[src/rtl/parallax_layer_engine_pkg.sv]
// Shared types and codes for the parallax layer engine.
// Holds cfg field codes, dither codes, ctrl bit positions and the layer config struct.
package parallax_pkg;

    localparam int CFG_COLOR_W = 6;

    localparam logic [1:0] FLD_SPEED_X = 2'd0;
    localparam logic [1:0] FLD_SPEED_Y = 2'd1;
    localparam logic [1:0] FLD_CTRL    = 2'd2;
    localparam logic [1:0] FLD_COLOR   = 2'd3;

    localparam logic [1:0] DITH_NONE = 2'd0;
    localparam logic [1:0] DITH_A    = 2'd1;
    localparam logic [1:0] DITH_B    = 2'd2;
    localparam logic [1:0] DITH_C    = 2'd3;

    // ctrl = {1'b0, en, dither[1:0], 1'b0, cell_shift[2:0]}
    localparam int CTRL_EN      = 6;
    localparam int CTRL_DITH_LO = 4;
    localparam int CTRL_CS_LO   = 0;

    typedef struct packed {
        logic [7:0]             speed_x;
        logic [7:0]             speed_y;
        logic                   en;
        logic [1:0]             dither;
        logic [2:0]             cell_shift;
        logic [CFG_COLOR_W-1:0] color;
    } layer_cfg_t;

endpackage

[src/rtl/parallax_layer_engine_if.sv]
// Configuration write bus of the parallax layer engine.
// master drives cfg_we/cfg_layer/cfg_field/cfg_wdata; slave (the engine) receives them.
interface parallax_cfg_if;
    logic       cfg_we;
    logic [3:0] cfg_layer;
    logic [1:0] cfg_field;
    logic [7:0] cfg_wdata;

    modport master (output cfg_we, cfg_layer, cfg_field, cfg_wdata);
    modport slave  (input  cfg_we, cfg_layer, cfg_field, cfg_wdata);
endinterface

[src/rtl/parallax_layer_engine_layer.sv]
// One parallax layer: shadow/active config, scroll accumulators and hit bit.
// Ports: clk, rst_n, wr/field/wdata (decoded write), frame_tick, advance, pix_x/pix_y in; hit, color out.
module parallax_layer
    import parallax_pkg::*;
#(
    parameter int IDX     = 0,
    parameter int COORD_W = 10,
    parameter int FRAC_W  = 2
) (
    input  logic                   clk,
    input  logic                   rst_n,
    input  logic                   wr,
    input  logic [1:0]             field,
    input  logic [7:0]             wdata,
    input  logic                   frame_tick,
    input  logic                   advance,
    input  logic [COORD_W-1:0]     pix_x,
    input  logic [COORD_W-1:0]     pix_y,
    output logic                   hit,
    output logic [CFG_COLOR_W-1:0] color
);

    localparam int OW = COORD_W + FRAC_W;
    localparam logic [3:0] KMAX = 4'(COORD_W - 1);
    localparam layer_cfg_t CFG_RST = '{
        speed_x: '0, speed_y: '0, en: 1'b0, dither: '0,
        cell_shift: 3'(IDX % 8), color: '0
    };

    layer_cfg_t shadow_q, active_q, shadow_nxt;
    logic [OW-1:0] off_x_q, off_y_q;

    // A write in the tick cycle lands in shadow_nxt, so it is part of the copy.
    always_comb begin
        shadow_nxt = shadow_q;
        if (wr) begin
            unique case (field)
                FLD_SPEED_X: shadow_nxt.speed_x = wdata;
                FLD_SPEED_Y: shadow_nxt.speed_y = wdata;
                FLD_CTRL: begin
                    shadow_nxt.en         = wdata[CTRL_EN];
                    shadow_nxt.dither     = wdata[CTRL_DITH_LO +: 2];
                    shadow_nxt.cell_shift = wdata[CTRL_CS_LO +: 3];
                end
                FLD_COLOR: shadow_nxt.color = wdata[CFG_COLOR_W-1:0];
            endcase
        end
    end

    always_ff @(posedge clk or negedge rst_n) begin
        if (!rst_n) begin
            shadow_q <= CFG_RST;
            active_q <= CFG_RST;
            off_x_q  <= '0;
            off_y_q  <= '0;
        end else begin
            shadow_q <= shadow_nxt;
            if (frame_tick) active_q <= shadow_nxt;
            if (advance) begin
                off_x_q <= off_x_q + {{(OW-8){active_q.speed_x[7]}}, active_q.speed_x};
                off_y_q <= off_y_q + {{(OW-8){active_q.speed_y[7]}}, active_q.speed_y};
            end
        end
    end

    logic [COORD_W-1:0] lx, ly, cx;
    logic [3:0]         kraw, k;
    logic               dith;

    assign lx   = pix_x + off_x_q[OW-1:FRAC_W];
    assign ly   = pix_y + off_y_q[OW-1:FRAC_W];
    assign cx   = lx ^ ly;
    assign kraw = {1'b0, active_q.cell_shift} + 4'd2;
    assign k    = (kraw > KMAX) ? KMAX : kraw;

    always_comb begin
        dith = 1'b1;
        unique case (active_q.dither)
            DITH_NONE: dith = 1'b1;
            DITH_A:    dith = pix_y[1] ^ pix_x[0];
            DITH_B:    dith = ~pix_y[0] ^ pix_x[1];
            DITH_C:    dith = pix_x[0] ^ pix_y[0];
        endcase
    end

    assign hit   = active_q.en & cx[k] & dith;
    assign color = active_q.color;

endmodule

[src/rtl/parallax_layer_engine.sv]
// N-layer parallax checkerboard renderer with a 2-cycle registered pixel pipeline.
// Ports: clk, rst_n, pix_x/pix_y, video_active, hsync_in/vsync_in, frame_tick, run_en, step, cfg bus in;
// rgb, hsync_out, vsync_out, frame_cnt out.
module parallax_layer_engine
    import parallax_pkg::*;
#(
    parameter int NUM_LAYERS = 5,
    parameter int COORD_W    = 10,
    parameter int FRAC_W     = 2,
    parameter int COLOR_W    = 6,
    parameter int FCNT_W     = 16
) (
    input  logic               clk,
    input  logic               rst_n,
    input  logic [COORD_W-1:0] pix_x,
    input  logic [COORD_W-1:0] pix_y,
    input  logic               video_active,
    input  logic               hsync_in,
    input  logic               vsync_in,
    input  logic               frame_tick,
    input  logic               run_en,
    input  logic               step,
    parallax_cfg_if.slave      cfg,
    output logic [COLOR_W-1:0] rgb,
    output logic               hsync_out,
    output logic               vsync_out,
    output logic [FCNT_W-1:0]  frame_cnt
);

    logic                  step_pending_q;
    logic                  advance;
    logic [NUM_LAYERS-1:0] hit, hit_q;
    logic [COLOR_W-1:0]    lcol [NUM_LAYERS];
    logic [COLOR_W-1:0]    bg_shadow_q, bg_active_q, bg_nxt, pix_nxt;
    logic                  va_q, hs_q, vs_q;

    assign advance = frame_tick & (run_en | step_pending_q);

    for (genvar i = 0; i < NUM_LAYERS; i++) begin : g_layer
        parallax_layer #(
            .IDX(i), .COORD_W(COORD_W), .FRAC_W(FRAC_W)
        ) u_layer (
            .clk(clk), .rst_n(rst_n),
            .wr(cfg.cfg_we && cfg.cfg_layer == 4'(i)),
            .field(cfg.cfg_field), .wdata(cfg.cfg_wdata),
            .frame_tick(frame_tick), .advance(advance),
            .pix_x(pix_x), .pix_y(pix_y),
            .hit(hit[i]), .color(lcol[i])
        );
    end

    // Background only has a colour field; it is shadowed like the layers.
    always_comb begin
        bg_nxt = bg_shadow_q;
        if (cfg.cfg_we && cfg.cfg_layer == 4'(NUM_LAYERS)
            && cfg.cfg_field == FLD_COLOR)
            bg_nxt = cfg.cfg_wdata[COLOR_W-1:0];
    end

    // A step arriving with a tick is held over for the next tick.
    always_ff @(posedge clk or negedge rst_n) begin
        if (!rst_n) begin
            step_pending_q <= 1'b0;
            frame_cnt      <= '0;
            bg_shadow_q    <= '0;
            bg_active_q    <= '0;
        end else begin
            bg_shadow_q <= bg_nxt;
            if (frame_tick) begin
                bg_active_q    <= bg_nxt;
                step_pending_q <= step & ~run_en;
            end else if (step & ~run_en) begin
                step_pending_q <= 1'b1;
            end
            if (advance) frame_cnt <= frame_cnt + 1'b1;
        end
    end

    always_comb begin
        pix_nxt = bg_active_q;
        for (int i = NUM_LAYERS - 1; i >= 0; i--)
            if (hit_q[i]) pix_nxt = lcol[i];
        if (!va_q) pix_nxt = '0;
    end

    always_ff @(posedge clk or negedge rst_n) begin
        if (!rst_n) begin
            hit_q     <= '0;
            va_q      <= 1'b0;
            hs_q      <= 1'b0;
            vs_q      <= 1'b0;
            rgb       <= '0;
            hsync_out <= 1'b0;
            vsync_out <= 1'b0;
        end else begin
            hit_q     <= hit;
            va_q      <= video_active;
            hs_q      <= hsync_in;
            vs_q      <= vsync_in;
            rgb       <= pix_nxt;
            hsync_out <= hs_q;
            vsync_out <= vs_q;
        end
    end

endmodule

[src/flat_wrapper.sv]
// flat-port wrapper written by rule: the top's interface ports become plain ports
module parallax_layer_engine_flat import parallax_pkg::*;
#(
    parameter int NUM_LAYERS = 5,
    parameter int COORD_W    = 10,
    parameter int FRAC_W     = 2,
    parameter int COLOR_W    = 6,
    parameter int FCNT_W     = 16
)
  (clk, rst_n, pix_x, pix_y, video_active, hsync_in, vsync_in, frame_tick, run_en, step, rgb, hsync_out, vsync_out, frame_cnt, cfg_cfg_we, cfg_cfg_layer, cfg_cfg_field, cfg_cfg_wdata);
  parallax_cfg_if cfg_i ();
  input  logic clk;
  input  logic rst_n;
  input  logic [COORD_W-1:0] pix_x;
  input  logic [COORD_W-1:0] pix_y;
  input  logic video_active;
  input  logic hsync_in;
  input  logic vsync_in;
  input  logic frame_tick;
  input  logic run_en;
  input  logic step;
  output logic [COLOR_W-1:0] rgb;
  output logic hsync_out;
  output logic vsync_out;
  output logic [FCNT_W-1:0] frame_cnt;
  input wire logic [$bits(cfg_i.cfg_we)-1:0] cfg_cfg_we;
  input wire logic [$bits(cfg_i.cfg_layer)-1:0] cfg_cfg_layer;
  input wire logic [$bits(cfg_i.cfg_field)-1:0] cfg_cfg_field;
  input wire logic [$bits(cfg_i.cfg_wdata)-1:0] cfg_cfg_wdata;
  assign cfg_i.cfg_we = cfg_cfg_we;
  assign cfg_i.cfg_layer = cfg_cfg_layer;
  assign cfg_i.cfg_field = cfg_cfg_field;
  assign cfg_i.cfg_wdata = cfg_cfg_wdata;
  parallax_layer_engine #(.NUM_LAYERS(NUM_LAYERS), .COORD_W(COORD_W), .FRAC_W(FRAC_W), .COLOR_W(COLOR_W), .FCNT_W(FCNT_W)) u_core (.clk(clk), .rst_n(rst_n), .pix_x(pix_x), .pix_y(pix_y), .video_active(video_active), .hsync_in(hsync_in), .vsync_in(vsync_in), .frame_tick(frame_tick), .run_en(run_en), .step(step), .cfg(cfg_i), .rgb(rgb), .hsync_out(hsync_out), .vsync_out(vsync_out), .frame_cnt(frame_cnt));
endmodule
[config.mk]
export PLATFORM = sky130hd
export DESIGN_NAME = parallax_layer_engine_flat
export DESIGN_NICKNAME = d
export VERILOG_FILES = /design/src/rtl/parallax_layer_engine_pkg.sv /design/src/rtl/parallax_layer_engine_if.sv /design/src/rtl/parallax_layer_engine_layer.sv /design/src/rtl/parallax_layer_engine.sv /design/src/flat_wrapper.sv
export SDC_FILE = /design/constraint.sdc
export NUM_CORES = 1
export LEC_CHECK = 0
export ABC_CLOCK_PERIOD_IN_PS = 2200
export CAP_MARGIN = 20
export CORE_MARGIN = 10
export CORE_UTILIZATION = 57
export CTS_CLUSTER_SIZE = 14
export DETAILED_ROUTE_END_ITERATION = 8
export PLACE_DENSITY = 0.83
export SYNTH_ARGS = -nofsm -noshare
export SYNTH_HDL_FRONTEND = slang
export SYNTH_HIERARCHICAL = 1
export SYNTH_SLANG_ARGS = --single-unit
export TNS_END_PERCENT = 1
[constraint.sdc]
create_clock -name clk -period 2.2 [get_ports clk]
set_input_delay 0.44 -clock clk [delete_from_list [all_inputs] [get_ports clk]]
set_output_delay 0.44 -clock clk [all_outputs]
set_load 0.1 [all_outputs]
## Word level (Yosys, flattened, before mapping)

Index checks and enable logic that the tools add are counted.

- Flip-flop bits (word level): 445
- Latch bits: 0
- Memory bits (writable): 0
- Bits in read-only memories: 0
- Output and inout port bits: 24
- Memories: 0

- $add $sub $neg: 26
- Multiply operators: 0
- Divide/modulo/power cells: 0
- Order comparisons: 10
- Equality and inequality tests: 23
- Shift-type cells: 0
- Muxes and demuxes: 54
- Bitwise operators: 23
- Reductions and logical operators: 15

Operator list:

| cell | count |
|---|---|
| $mux 28 | 5 |
| $add 12x12->12 | 10 |
| $mux 6 | 17 |
| $add 10x10->10 | 10 |
| $mux 8 | 10 |
| $xor 10x10->10 | 5 |
| $lt 4x5->1 const B | 5 |
| $eq 2x2->1 const B | 12 |
| $add 3x2->4 const B | 5 |
| $bmux 1 s4 | 5 |
| $gt 4x4->1 const B | 5 |
| $mux 4 | 5 |
| $pmux 1 s4 | 5 |
| $add 16x1->16 const B | 1 |
| $and 1x1->1 | 12 |
| $eq 2x1->1 const B | 6 |
| $logic_not 2->1 | 6 |
| $eq 4x2->1 const B | 2 |
| $eq 4x3->1 const B | 2 |
| $logic_and 1x1->1 | 7 |
| $mux 1 | 7 |
| $eq 4x1->1 const B | 1 |
| $logic_not 4->1 | 1 |
| $xor 1x1->1 | 3 |
| 3 further kinds | 4 |

## Logic depth before layout (Yosys ltp)

Gate-level depths: netlist of run 1.

- Depth in word-level cells: 7
- Gate-level depth with buffers: 11
- Gate-level depth less buffers: 11

## By module

Netlist of run 1, hierarchy kept.

By module, submodules not included:

| module | times used | cells an instance | area each (µm²) | sequential area each (µm²) |
|---|---|---|---|---|
| parallax_layer (u_core.g_layer[1].u_layer ...) | 2 | 457 | 5,039.8 | 2,004.4 |
| parallax_layer (u_core.g_layer[0].u_layer) | 1 | 450 | 5,022.3 | 2,001.9 |
| parallax_layer (u_core.g_layer[3].u_layer) | 1 | 454 | 4,959.8 | 2,006.9 |
| parallax_layer (u_core.g_layer[4].u_layer) | 1 | 444 | 4,948.5 | 2,004.4 |
| parallax_layer_engine | 1 | 157 | 2,079.5 | 1,126.1 |

## Worst setup path after synthesis of run 1

Ideal clock, no wire load.

- Path kind: input -> register
- Start point: input pix_y[2]
- End point: register u_core.hit_q[0]
- Library setup time: 96 ps
- Data arrival time: 2,444 ps
- Setup slack: -340 ps
- Stages on the path: 8
- Path buffers: 0
- Cells stage by stage: ha_1 -> and3_1 -> a2111oi_1 -> nor3_2 -> mux2i_1 -> or4b_1 -> o2111a_1 -> a311oi_2

- Cells in the longest elaborated chain, start to end: 6

Ends and longest elaborated chain:

| item | RTL line | source |
|---|---|---|
| start: declaration | flat_wrapper.sv:15 | `input logic [COORD_W-1:0] pix_y;` |
| $add 10x10->10 | parallax_layer_engine_layer.sv:71 | `assign ly = pix_y + off_y_q[OW-1:FRAC_W];` |
| $xor 10x10->10 | parallax_layer_engine_layer.sv:72 | `assign cx = lx ^ ly;` |
| $bmux 1 s4 | parallax_layer_engine_layer.sv:86 | `assign hit = active_q.en & cx[k] & dith;` |
| $mux 1 (not written as such) | parallax_layer_engine_layer.sv:86 |  |
| $and 1x1->1 (2 in a row) | parallax_layer_engine_layer.sv:86 |  |
| net u_core.hit[0] | parallax_layer_engine.sv:32 | `logic [NUM_LAYERS-1:0] hit, hit_q;` |
| end signal: assignment | parallax_layer_engine.sv:96 | `hit_q <= hit;` |
| end: declaration | parallax_layer_engine.sv:32 |  |

The timed path passes the listed nets, and every way through them passes these cells. The select of a mux whose other input is x is not followed.
A chain may end at the register's enable or synchronous reset.

## Final worst setup path of run 1

- Start point: input pix_y[1]
- End point: register u_core.hit_q[3]

- Cells in the longest elaborated chain, start to end: 6

Ends and longest elaborated chain:

| item | RTL line |
|---|---|
| $add 10x10->10 | parallax_layer_engine_layer.sv:71 |
| $xor 10x10->10 | parallax_layer_engine_layer.sv:72 |
| $bmux 1 s4 | parallax_layer_engine_layer.sv:86 |
| $mux 1 (not written as such) | parallax_layer_engine_layer.sv:86 |
| $and 1x1->1 | parallax_layer_engine_layer.sv:86 |
| $and 1x1->1 (*) | parallax_layer_engine_layer.sv:86 |
| net u_core.hit[3] | parallax_layer_engine.sv:32 |

Mark *: on every way through the listed nets, which the timed path passes. The rest lies on a longest branch. The select of a mux whose other input is x is not followed.

==> metrics, run 1 <==
type of origin of the critical path=input pin; final critical-path setup slack=-0.239 ns; most frequent cells in the layout=dfrtp_1 (429), buf_4 (338), mux2_2 (311), ha_1 (181), xnor2_1 (178); DRC violations left=0; highest fanout seen on the critical path=5; fraction of final layout cells sized beyond drive strength 1=34.7%; Static Leak=15.7 nW; Top FF cell, synth=dfrtp_1; overall fraction of global-route tracks in use=26.1%; DR WL/cell=21.6 um; later-pin clock latency in the skew report=0.61 ns; Required @ worst endpoint=2.70 ns; largest incremental delay on the critical path=0.48 ns; relative slew slack=46.6%; transition time at the pin with the least slew margin=0.800 ns; violations in the final reports=negative setup slack; antenna violations before repair=4; height of the chip=238 um; H-tree Lvls=2; final non-filler cell total=3455; number of nets in the final layout=3082; layout overhead on the synthesized area=23.1%; Synth Register Bits=445; final-layout setup total negative slack=-2.36 ns; port buffer count=66; result of the run=finished with violations; fraction of registers with async set or reset after synthesis=100%; RSZ-0062 raised after global routing=yes; max-cap violations=0; critical path data arrival time=2.93 ns; post-synthesis net count=2693; final period demand of the worst path=2.44 ns; via count of the first global-routing pass=21900; drt initial violations=1553; Hold/Removal Path Class=input pin to flop; total power per unit cell area=1280 nW/um^2; cell at the root of the clock tree=clkbuf_16; period utilization=111%; number of enable flip-flop cells after synthesis=0; Critical Path Slowest Stage Cell=clkdlybuf4s50_1; initial core utilization=57.9%; worst setup timing slack at the placement stage=-0.925 ns; Hold Vio Cnt, Final=0; R2R setup slack=-0.22 ns; count of final max-slew check failures=0; Syn Inst Count=2419; global-route wire length before repair=119000 um; number of buffers created by CTS=49; Fillers=3133; DRT Pass-1 Iters=5; highest attainable clock frequency=0.410 GHz; vias after detailed routing=20900; width of the chip=238 um; kind of end point of the critical path=flop; sequential element share of the synthesized area=41.2%; synthesized cell area=27100 sq um; most common cell after layout, fill and taps aside=dfrtp_1; IR drop worst, VDD=787 uV; total number of placement rows=79; global placement routability congestion=0.907; number of sinks driven by the clock tree=445; total die area=56600 sq um; clock tree from TritonCTS=built; detailed-placement wirelength estimate=51800 um; Antenna Violating Nets Remaining=0; maximum clock path buffer count=3; crit-path cells=clkdlybuf4s50_1 > buf_6 > buf_4 > inv_1 > fa_2 > xor2_2 > xnor2_1 > a31oi_1 > nand4_1 > or3_1 > o211ai_1; clock transition at the register clock pins on the worst setup and hold paths after CTS=0.06 ns; Post-Route WL=74700 um; pin count of the biggest net entering global routing=127; clock skew=0.0190 ns; Core ar.=46800 sq um; placed cells=3351; post-synthesis average cell area=11.2 sq um; kind of critical path=input pin to flop; average vias per placed instance=6.05; endpoints failing setup=24; Ports=67; library cells used by synthesis=97; remaining global-route overflow=0; Yosys warning count=6
==> critical path, delay by kind of cell <==
family          cells  cell delay, ns
buf+inv             4            0.83
simple gates        2            0.53
fa+ha+maj           1            0.43
compound gates      2            0.35
xor+xnor            2            0.34
==> cell usage after synthesis (7+ instances only) <==
| master | n | share of area [%] |
|---|---|---|
| o2111ai_1 | 10 | 0.32 |
| o21ai_2 | 9 | 0.29 |
| mux2_4 | 12 | 0.67 |
| mux2_2 | 318 | 13 |
| nor3_1 | 45 | 0.83 |
| buf_4 | 30 | 0.83 |
| xnor2_1 | 179 | 5.8 |
| inv_1 | 110 | 1.5 |
| o21ai_0 | 90 | 1.7 |
| xor2_1 | 40 | 1.3 |
| a211oi_1 | 25 | 0.69 |
| mux2i_1 | 31 | 1.1 |
| o21ai_1 | 23 | 0.42 |
| or3_1 | 15 | 0.35 |
| a21oi_1 | 88 | 1.6 |
| nand2b_1 | 18 | 0.42 |
| o21a_1 | 22 | 0.61 |
| a21o_1 | 37 | 1.0 |
| and2_1 | 9 | 0.21 |
| o211ai_1 | 18 | 0.50 |
| dfrtp_1 | 435 | 40 |
| a31oi_1 | 17 | 0.39 |
| o2bb2ai_1 | 8 | 0.26 |
| a22oi_1 | 7 | 0.19 |
| dfstp_2 | 10 | 0.97 |
| nor3b_1 | 8 | 0.22 |
| nand4_1 | 13 | 0.30 |
| nand3_1 | 45 | 0.83 |
| clkbuf_1 | 30 | 0.42 |
| nor2_1 | 84 | 1.2 |
| nor2b_1 | 30 | 0.69 |
| fa_1 | 20 | 1.5 |
| nand3b_1 | 17 | 0.47 |
| o21bai_1 | 14 | 0.39 |
| and3_1 | 21 | 0.48 |
| nand2_1 | 141 | 2.0 |
| ha_1 | 211 | 9.7 |
| o31ai_1 | 28 | 0.78 |
| a22o_1 | 12 | 0.39 |
==> power breakdown <==
group	total, mW	switching [mW]	internal (mW)
clock	8.54	3.56	4.98
combinational	22.2	11.0	11.1
sequential	12.1	1.93	10.2
total	42.9	16.5	26.3
==> sequential cells by signal, indices dropped and copies added (netlist names) <==
name and cells:
u_core/g_layer.u_layer/color 30, u_core/va_q 1, u_core/bg_shadow_q 6, u_core/vs_q 1, u_core/bg_active_q 6, u_core/hs_q 1, u_core/rgb 6, u_core/g_layer.u_layer/shadow_q 140
u_core/g_layer.u_layer/off_x_q 60, u_core/hit_q 5, u_core/hsync_out 1, u_core/frame_cnt 16, u_core/g_layer.u_layer/active_q 110, u_core/g_layer.u_layer/off_y_q 60, u_core/vsync_out 1, u_core/step_pending_q 1
==> cell type report <==
cell class | count | area (sq um) | area share, %
repair buffers | 411 | 3500 | 10.5
clock inverters | 22 | 262 | 0.784
diodes | 1 | 2.50 | 0.00750
inverters | 110 | 415 | 1.25
multi-input cells | 1791 | 15900 | 47.5
clock buffers | 68 | 1410 | 4.22
flip-flops and latches | 445 | 11200 | 33.4
well taps | 607 | 759 | 2.28
==> stage by stage <==
stage / hold WS [ns] / utilization (%) / cell area, sq um / power [mW]
2_1_floorplan: 0.144 / - / 27300 / 26.5
3_3_place_gp: 0.344 / 66.3 / 31000 / 31.8
3_5_place_dp: 0.343 / 66.3 / 31000 / 32.9
4_1_cts: 0.0674 / 70.7 / 33100 / 42.2
5_1_grt: 0.0710 / 71.3 / 33400 / 45.6
6_report: 0.0886 / 71.3 / 33400 / 42.9
==> path summary, 6_finish.rpt <==
kind	from	to	cells past startpoint
max	pix_y[1]	u_core/hit_q[3]	11
min	frame_tick	u_core/step_pending_q	2
max reg2reg	u_core/g_layer[0].u_layer/off_x_q[3]	u_core/hit_q[0]	8
min reg2reg	u_core/vs_q	u_core/vsync_out	0
max in group asynchronous	rst_n	u_core/g_layer[3].u_layer/active_q[6]	3
min in group asynchronous	rst_n	u_core/frame_cnt[8]	2
==> repair_timing <==
action,in CTS,in global routing
pin swaps,32,37
cloned,0,0
setup buffers,10,2
endpoints found under the setup margin,71,84
hold buffers,1,0
gates resized for setup,97,70
endpoints found under the hold margin,31,0
==> kinds of logic (layout without fill, tap and decap cells) <==
logic type      Yosys count  after routing  synth area share [%]
compound gates          490            490                  12.7
other cells               0              1                     0
mux                     367            367                  15.3
flops                   445            445                  41.2
fa+ha+maj               231            231                  11.2
simple gates            482            482                  9.36
xor+xnor                221            221                  7.25
buf+inv                 183            611                  3.06
==> metal layers <==
layer	GRT usage (%)	share of wire, %	wire length, um	vias up
li1	-	-	-	9555
met1	32.2	41	30900	10500
met2	44.1	48	35800	658
met3	4.68	6.0	4450	214
met4	12.0	4.8	3570	4
met5	0	0.031	23	-
Note: power is estimated with default switching activity, not from simulation.
==> inputs of run 2 (changes only) <==
Settings changed: ABC_CLOCK_PERIOD_IN_PS 2200 to 2400, CORE_UTILIZATION 57 to 63, PLACE_DENSITY 0.83 to 0.87.
Clock period 2.2 ns to 2.4 ns, I/O delays scaled along.
==> run 2 against run 1 <==
Against the previous run:
- the flow still finishes with violations (negative setup slack)
- power decreased by 11%
- core utilization rose by 4.9 points
- cell area decreased by 3.5%
- clock-buffer cell count shrank 2
- first-iteration DRC count is 8.6% lower
- clock skew up 0.026 ns
- sequential power fell by 8%
- register-to-register slack better by 0.09 ns
- cell count is 4.6% lower
- combinational power shrank 13%
- non-clock buffer count decreased by 88
- routed wire length grew 0.42%
- largest power group unchanged
==> metrics, run 2 (same netlist as run 1, synthesis figures left out) <==
result of the run=finished with violations (unchanged); violations in the final reports=negative setup slack (unchanged); kind of end point of the critical path=flop (unchanged); proportion of power drawn by combinational gates=50.6% (was 51.7%); critical path data arrival time=3.07 ns (was 2.93 ns); maximum clock path buffer count=3 (unchanged); count of final max-slew check failures=0 (unchanged); DRT Pass-1 Iters=8 (was 5); global-route wire length before repair=118000 um (was 119000 um); NetSw=14.8 mW (was 16.5 mW); drt initial violations=1420 (was 1553); vias after detailed routing=20900 (about the same); port buffer count=66 (unchanged); Pwr Total=38.2 mW (was 42.9 mW); total die area=51700 sq um (was 56600 sq um); overall fraction of global-route tracks in use=28.9% (was 26.1%); later-pin clock latency in the skew report=0.64 ns (was 0.61 ns); max-cap violations=0 (unchanged); Antenna Violating Nets Remaining=0 (unchanged); largest incremental delay on the critical path=0.56 ns (was 0.48 ns); total power per unit cell area=1190 nW/um^2 (was 1280 nW/um^2); RSZ-0062 raised after global routing=yes (unchanged); Ports=67 (unchanged); number of sinks driven by the clock tree=445 (unchanged); clock network fraction of total power=20.4% (was 19.9%); clock skew=0.0450 ns (was 0.0190 ns); initial core utilization=64.2% (was 57.9%); largest registers ranked by flip-flop count=u_core/g_layer.u_layer/shadow_q: 140 flops, u_core/g_layer.u_layer/active_q: 110 flops (unchanged); max FFs per register=140 (unchanged); via count of the first global-routing pass=22100 (was 21900); cell-internal power=23.4 mW (was 26.3 mW); clock tree from TritonCTS=built (unchanged); crit-path cells=clkdlybuf4s50_1 > ha_1 > and3_4 > a2111oi_4 > nor3_2 > mux2i_1 > or4b_1 > o2111a_1 > a311oi_2 (was clkdlybuf4s50_1 > buf_6 > buf_4 > inv_1 > fa_2 > xor2_2 > xnor2_1 > a31oi_1 > nand4_1 > or3_1 > o211ai_1); period utilization=106%; clock transition at the register clock pins on the worst setup and hold paths after CTS=0.07 ns (was 0.06 ns); H-tree Lvls=2 (unchanged); cell count of the worst hold path=2 (unchanged); Required @ worst endpoint=2.92 ns (was 2.70 ns); worst setup timing slack at the placement stage=-0.874 ns (was -0.925 ns); pin count of the biggest net entering global routing=154 (was 127); Static Leak=15.2 nW (was 15.7 nW); number of buffers created by CTS=48 (was 49); IR drop worst, VDD=812 uV (was 787 uV); layout overhead on the synthesized area=18.9% (was 23.1%); detailed-placement wirelength estimate=51200 um (was 51800 um); total number of placement rows=75 (was 79); source of the worst hold timing path=frame_tick (unchanged); relative slew slack=37.7% (was 46.6%); most common cell after layout, fill and taps aside=dfrtp_1 (unchanged); antenna violations before repair=2 (was 4); transition time at the pin with the least slew margin=0.934 ns (was 0.800 ns); kind of critical path=input pin to flop (unchanged); worst hold path endpoint=u_core/g_layer[1].u_layer/color[5] (was u_core/step_pending_q); placed cells=3198 (was 3351); final non-filler cell total=3297 (was 3455); reg-to-reg endpoint=u_core/hit_q[0] (unchanged); most frequent cells in the layout=dfrtp_1 (435), mux2_2 (318), buf_4 (256), ha_1 (201), xnor2_1 (177) (was dfrtp_1 (429), buf_4 (338), mux2_2 (311), ha_1 (181), xnor2_1 (178)); Hold Vio Cnt, Final=0 (unchanged); r2r startpoint=u_core/g_layer[0].u_layer/off_y_q[3] (was u_core/g_layer[0].u_layer/off_x_q[3]); Top delay family on crit path=simple AND/OR/NAND/NOR gates (was buffers and inverters); Hold/Removal Path Class=input pin to flop (unchanged); global placement routability congestion=0.904 (was 0.907); final-layout setup total negative slack=-0.457 ns (was -2.36 ns); number of nets in the final layout=2993 (was 3082); highest fanout seen on the critical path=2 (was 5); Core ar.=42200 sq um (was 46800 sq um); Hold WS=0.192 ns (was 0.0886 ns); height of the chip=227 um (was 238 um); R2R cell count=8 (unchanged); type of origin of the critical path=input pin (unchanged); power share of the sequential group=29.0% (was 28.3%); average vias per placed instance=6.35 (was 6.05); Critical Path Slowest Stage Cell=or4b_1 (was clkdlybuf4s50_1); DR WL/cell=22.7 um (was 21.6 um); fraction of final layout cells sized beyond drive strength 1=30.1% (was 34.7%); final critical-path setup slack=-0.148 ns (was -0.239 ns); final period demand of the worst path=2.55 ns; switching part of the total=38.8% (was 38.6%); highest attainable clock frequency=0.392 GHz; CP Buf/Inv Count=1 (was 4); R2R setup slack=-0.13 ns (was -0.22 ns); DRC violations left=0 (unchanged); register name with the most flops=u_core/g_layer.u_layer/shadow_q (unchanged); endpoints failing setup=6 (was 24); remaining global-route overflow=0 (unchanged); width of the chip=227 um (was 238 um); cell at the root of the clock tree=clkbuf_16 (unchanged); Post-Route WL=75000 um (was 74700 um)
run 2: metal layers:
metal | GRT usage (%) | wire length, um | up-vias
met5 | 0 | 0 | -
met4 | 14.6 | 3780 | 0
met3 | 4.81 | 4380 | 260
met2 | 51.6 | 38200 | 755
met1 | 33.0 | 28700 | 10500
li1 | - | - | 9383
run 2: power groups by stage:
stage                     sequential [mW]  combinational (mW)  clock, mW
after floorplan                      11.0                13.1          0
after global placement               10.9                17.4          0
after detailed placement             11.1                18.3          0
after CTS                            11.0                18.8       7.90
after global routing                 11.2                21.0       8.18
final                                11.1                19.3       7.81
run 2: worst max path at each step:
| stage | end | cells after the start | startpoint | slack, ns |
|---|---|---|---|---|
| after floorplan | u_core/g_layer[2].u_layer/active_q[23] | 5 | cfg_cfg_layer[3] | -0.03 |
| after global placement | u_core/hit_q[3] | 12 | pix_x[0] | -0.81 |
| after detailed placement | u_core/hit_q[3] | 12 | pix_x[0] | -0.87 |
| after CTS | u_core/hit_q[0] | 8 | u_core/g_layer[0].u_layer/off_y_q[3] | -0.08 |
| after global routing | u_core/hit_q[0] | 9 | u_core/g_layer[0].u_layer/off_x_q[3] | -0.19 |
| final | u_core/hit_q[0] | 9 | pix_y[2] | -0.15 |
run 2: what timing repair did:
item,CTS,global route
cloned,0,0
hold endpoints to repair,36,0
setup endpoints to repair,25,61
hold buffers,1,0
pin swaps,14,26
resized for setup,47,54
buffers inserted,6,3
run 2: layout make-up:
type	instances	area, sq um
clock buffers	66	1330
repair buffers	323	2800
multi-input cells	1791	15500
diodes	2	5.00
flip-flops and latches	445	11100
inverters	110	415
well taps	539	674
fillers	2498	10000
clock inverters	21	343
run 2: stage by stage:
step                      area, sq um  util, %
final                           32200     76.2
after global routing            32200     76.2
after CTS                       32000     75.7
after detailed placement        30100     71.3
after global placement          30100     71.3
after floorplan                 27100        -
